File: src/rtl/word_tokenizer.sv
// Splits an ASCII byte stream into space-delimited words and emits one registered
// BEGIN/END/OTHER token per word. Define TOKENIZER_EXT_DELIM_EN to also treat TAB/LF/CR as delimiters.
module word_tokenizer #(
   parameter int LEN_W = 8,
   parameter int CNT_W = 16
) (
   input  logic             clk,
   input  logic             reset,
   input  logic             in_valid,
   input  logic [7:0]       in_char,
   input  logic             eos,
   output logic             tok_valid,
   output logic [1:0]       tok_type,
   output logic [LEN_W-1:0] tok_len,
   output logic [CNT_W-1:0] word_cnt,
   output logic             in_word,
   output logic [3:0]       dbg_state
);

   typedef enum logic [3:0] {
      S_IDLE, S_B, S_BE, S_BEG, S_BEGI, S_BEGIN, S_E, S_EN, S_END, S_OTHER
   } state_t;

   localparam logic [1:0] T_OTHER = 2'b00;
   localparam logic [1:0] T_BEGIN = 2'b01;
   localparam logic [1:0] T_END   = 2'b10;
   localparam logic [LEN_W-1:0] LEN_MAX = {LEN_W{1'b1}};
   localparam logic [LEN_W-1:0] LEN_ONE = {{(LEN_W-1){1'b0}}, 1'b1};

   state_t           state_q, state_d;
   logic [LEN_W-1:0] len_q, len_d;
   logic             tok_valid_q, tok_valid_d;
   logic [1:0]       tok_type_q, tok_type_d;
   logic [LEN_W-1:0] tok_len_q, tok_len_d;
   logic [CNT_W-1:0] word_cnt_q, word_cnt_d;

   logic             is_delim;
   state_t           char_state, term_state;
   logic [LEN_W-1:0] char_len, term_len;
   logic             term;

   // lc is the lower-case letter; the upper-case form is exactly 0x20 below it.
   function automatic logic is_ci(input logic [7:0] c, input logic [7:0] lc);
      return (c == lc) || (c == (lc - 8'h20));
   endfunction

   function automatic state_t next_state(input state_t s, input logic [7:0] c);
      state_t n;
      n = S_OTHER;
      case (s)
         S_IDLE: begin
            if (is_ci(c, "b"))      n = S_B;
            else if (is_ci(c, "e")) n = S_E;
         end
         S_B:    if (is_ci(c, "e")) n = S_BE;
         S_BE:   if (is_ci(c, "g")) n = S_BEG;
         S_BEG:  if (is_ci(c, "i")) n = S_BEGI;
         S_BEGI: if (is_ci(c, "n")) n = S_BEGIN;
         S_E:    if (is_ci(c, "n")) n = S_EN;
         S_EN:   if (is_ci(c, "d")) n = S_END;
         default: n = S_OTHER;
      endcase
      return n;
   endfunction

   function automatic logic [1:0] type_of(input state_t s);
      if (s == S_BEGIN)    return T_BEGIN;
      else if (s == S_END) return T_END;
      else                 return T_OTHER;
   endfunction

`ifdef TOKENIZER_EXT_DELIM_EN
   assign is_delim = (in_char == 8'h20) || (in_char == 8'h09) ||
                     (in_char == 8'h0A) || (in_char == 8'h0D);
`else
   assign is_delim = (in_char == 8'h20);
`endif

   always_comb begin
      state_d     = state_q;
      len_d       = len_q;
      tok_valid_d = 1'b0;
      tok_type_d  = tok_type_q;
      tok_len_d   = tok_len_q;
      word_cnt_d  = word_cnt_q;
      char_state  = next_state(state_q, in_char);
      char_len    = (state_q == S_IDLE) ? LEN_ONE :
                    (len_q == LEN_MAX) ? len_q : len_q + LEN_ONE;
      term        = 1'b0;
      term_state  = state_q;
      term_len    = len_q;

      if (in_valid && is_delim) begin
         term = (state_q != S_IDLE);
      end else if (in_valid) begin
         state_d = char_state;
         len_d   = char_len;
         // eos with a word character: the character joins the word, then it closes
         if (eos) begin
            term       = 1'b1;
            term_state = char_state;
            term_len   = char_len;
         end
      end else if (eos) begin
         term = (state_q != S_IDLE);
      end

      if (term) begin
         state_d     = S_IDLE;
         len_d       = '0;
         tok_valid_d = 1'b1;
         tok_type_d  = type_of(term_state);
         tok_len_d   = term_len;
         word_cnt_d  = word_cnt_q + {{(CNT_W-1){1'b0}}, 1'b1};
      end
   end

   always_ff @(posedge clk or posedge reset) begin
      if (reset) begin
         state_q     <= S_IDLE;
         len_q       <= '0;
         tok_valid_q <= 1'b0;
         tok_type_q  <= T_OTHER;
         tok_len_q   <= '0;
         word_cnt_q  <= '0;
      end else begin
         state_q     <= state_d;
         len_q       <= len_d;
         tok_valid_q <= tok_valid_d;
         tok_type_q  <= tok_type_d;
         tok_len_q   <= tok_len_d;
         word_cnt_q  <= word_cnt_d;
      end
   end

   assign tok_valid = tok_valid_q;
   assign tok_type  = tok_type_q;
   assign tok_len   = tok_len_q;
   assign word_cnt  = word_cnt_q;
   assign in_word   = (state_q != S_IDLE);
   assign dbg_state = state_q;

endmodule

File: config.mk
export PLATFORM = sky130hd
export DESIGN_NAME = word_tokenizer
export DESIGN_NICKNAME = d
export VERILOG_FILES = /design/src/rtl/word_tokenizer.sv
export SDC_FILE = /design/constraint.sdc
export NUM_CORES = 1
export LEC_CHECK = 0
export CORE_UTILIZATION = 56
export DETAILED_ROUTE_END_ITERATION = 8
export GPL_TIMING_DRIVEN = 0
export PLACE_DENSITY_LB_ADDON = 0.12
export SKIP_CTS_REPAIR_TIMING = 1
export SLEW_MARGIN = 20
export SYNTH_ARGS = -nofsm -noshare
export SYNTH_HDL_FRONTEND = slang
export SYNTH_SLANG_ARGS = --single-unit
File: constraint.sdc
create_clock -name clk -period 5.27 [get_ports clk]
set_clock_uncertainty 0.05 [all_clocks]
set_input_delay 1.054 -clock clk [delete_from_list [all_inputs] [get_ports clk]]
set_output_delay 1.054 -clock clk [all_outputs]
set_load 0.01 [all_outputs]
==> key figures <==
Drt
  • Vias per cell: 6.08
  • Initial DRC count: 224
  • Uppermost layer routed: met4
  • Final ANT Viol Nets: 0
  • Drt wl/cell: 15.7 um
  • Post-route DRC: 0
  • Wire length on met3: 298 um
  • First-pass DRT Iterations: 4
  • Met2 WL: 2680 um
  • DR vias: approximately 2100
  • Post-Route WL: between 5000 and 6000 um
  • WL met1: 2350 um

Die
  • Rows: 22
  • Chip width: 66.2 um
  • Core area: 3800 sq um
  • Starting Density: 60.7%
  • Die Ht: between 60 and 70 um
  • Number of I/O pins: 44
  • Die area: 4380 sq um

Timing
  • Endpoints failing setup: 0
  • Fin worst setup slack: 2.07 ns
  • Hold WS: 0.415 ns
  • Unrepaired setup endpoints after global routing: no
  • Worst Tran Pin Value: 0.875 ns
  • Max_slew headroom: 41.5%
  • Total negative slack: 0 ns
  • Minimum clock period: 3.20 ns
  • Fmax: 312 MHz
  • Final Max Tran Viols: 0
  • Final hold vios: 0
  • Period utilization: a little over 60%

Placed design
  • Placed wire-length estimate: 3950 um
  • Buffers added on ports: between 40 and 50
  • DP Area: around 2800 sq um
  • Placer Congestion: approximately 0.93
  • Dpl ws: 1.85 ns

Critical path
  • Worst Path Class, Setup: reg -> out
  • Worst flop-to-flop path endpoint: dbg_state[1]$_DFFE_PP0P_
  • R2R depth: 10
  • Data arrival, critical path: 2.10 ns
  • R2R Setup Slk: 2.71 ns
  • CP required: 4.17 ns
  • Crit Path Max Fanout: 10
  • Setup crit start kind: flop
  • Reg-to-reg critical path startpoint: dbg_state[2]$_DFFE_PP0P_
  • Critical Path Sink Type: output pin

Power
  • Pwr/cell area: 329 nW/um^2
  • Psw: between 0.2 and 0.3 mW
  • Maximum VDD drop: 0.150 mV
  • Int Pwr: between 0.6 and 0.7 mW
  • Combinational share of power: 29.9%
  • Switch share: 30.8%
  • Sequential Power Share: 39.7%
  • Leak pwr: approximately 1.2 nW
  • Clock power frac: 30.4%

Synthesis
  • Ys Warns: 0
  • Yosys cell types: 57
  • Syn nets: 260
  • Synth async-reset ratio: 100%
  • #FFs+latches synth: 39
  • Register area share after synthesis: 42.3%
  • Post-synthesis cell count: 246
  • Avg Synthesized Cell Area: between 9 and 10 sq um
  • Synth Cell Area: between 2000 and 2500 sq um
  • Post-synth top flop: dfrtp_1
  • Post-synth EDFFs: 0

Clock network
  • Later-pin clock latency in the skew report: approximately 0.29 ns
  • Num CTS Buffers: 5
  • H-Tree Level Count: 2
  • Clock Tree Root: clkbuf_8
  • Reg clk slew, reported paths: 0.08 ns
  • Clock buffer depth: 2
  • Sink Count: 39
  • CTS tree: yes

GRT
  • Largest net degree at the start of global routing: 35
  • Initial antenna violation count: 0
  • GRT Overall Usage: 28.1%
  • First-pass GRT wire length: 9320 um
  • Vias in the first global route: 2009
  • Gr ovfl total: 0

Min path
  • Hold EP: word_cnt[15]$_DFFE_PP0P_
  • Cell depth of the worst hold path: 1
  • Tightest Hold Check Type: reg -> reg
  • Hold Crit Start: word_cnt[15]$_DFFE_PP0P_

Final layout
  • Most frequent cells in the layout: 43 x clkdlybuf4s50_1, 39 x dfrtp_1, 29 x nand2_1
  • NumNets Final: approximately 310
  • Number of inserted diodes: 0
  • Most common cell after layout, fill and taps aside: clkdlybuf4s50_1
  • Final instance area: 2950 sq um
  • Fillcell total: 269
  • Ratio of cells with drive above 1 in the final layout: 10.1%
  • Final core utilization: 77.7%
  • P&R area growth vs syn: 27.9%

Status
  • Outcome: finished, final reports clean

Job
  • Max_cap viols: 0
-- synthesized netlist by cell type, drive strengths merged, types with 3 or more instances --
library cell,n,area (sq um)
nor2b,5,31.3
nor3,5,25.0
nor4b,3,47.5
dfrtp,39,976
and4,3,28.8
nand2,30,115
xor2,7,61.3
inv,7,31.3
a31oi,7,43.8
nor2,24,92.6
xnor2,8,70.1
nand3,11,65.1
a22o,4,35.0
clkbuf,8,30.0
mux2i,3,30.0
nand4b,3,26.3
o31ai,4,30.0
nand2b,5,36.3
o21ai,18,90.1
nor4,3,48.8
buf,4,38.8
a21oi,10,50.1
nand4,7,58.8
-- cell families after synthesis --
family	Yosys count	share of synthesized area, %
xor gates and xnor gates	15	5.69
DFF	39	42.3
muxes	3	1.30
adders and majority gates	2	1.08
AOI/OAI and AO/OA	60	17.1
buffers and inverters	19	4.34
and+or+nand+nor	108	28.2
-- power by group through the flow --
stage / combinational (mW) / sequential [mW] / clock, mW
2_1_floorplan: 0.137 / 0.405 / 0
3_3_place_gp: 0.280 / 0.390 / 0
3_5_place_dp: 0.287 / 0.392 / 0
4_1_cts: 0.290 / 0.386 / 0.298
5_1_grt: 0.317 / 0.392 / 0.311
6_report: 0.291 / 0.385 / 0.296
-- area by class of cell --
type	count	area (sq um)	area share [%]
clock inverter	2	60.1	2.04
sequential	39	976	33.1
multi-input combinational	188	1230	41.7
timing repair buffer	44	450	15.3
inverter	7	31.3	1.06
tap	48	60.1	2.04
buffer	12	68.8	2.33
clock buffer	6	72.6	2.46
-- per-layer routing --
layer,track usage (%),up-vias
met5,0,-
met4,9.57,0
met3,5.69,18
met2,47.4,90
met1,35.6,990
li1,-,1004
-- critical path, cell delays in order, from the launching register on --
cell             delay [ns]
dfrtp_1                0.39
buf_6                  0.15
nor4_4                 0.63
inv_4                  0.13
clkdlybuf4s50_1        0.51
-- metrics by stage --
stage               instances  power, mW
finish                    346      0.972
global route              346       1.02
CTS                       346      0.974
detailed placement        338      0.679
global placement          337      0.670
floorplan                 246      0.542
-- registers in the layout, indices dropped and copies added (netlist names) --
name and count:
tok_len 8, len_q 8, tok_type 2, word_cnt 16
dbg_state 4, tok_valid 1
-- how the worst max path moves through the flow --
stage,start,to,slack (ns),depth (start not counted)
detailed placement,in_char[3],word_cnt[15]$_DFFE_PP0P_,1.85,9
floorplan,in_char[3],word_cnt[8]$_DFFE_PP0P_,2.65,9
global placement,in_char[3],dbg_state[1]$_DFFE_PP0P_,1.91,9
finish,dbg_state[2]$_DFFE_PP0P_,in_word,2.07,4
CTS,dbg_state[2]$_DFFE_PP0P_,in_word,2.09,4
global route,in_char[3],word_cnt[15]$_DFFE_PP0P_,1.96,9
(Power assumes the default switching activity.)
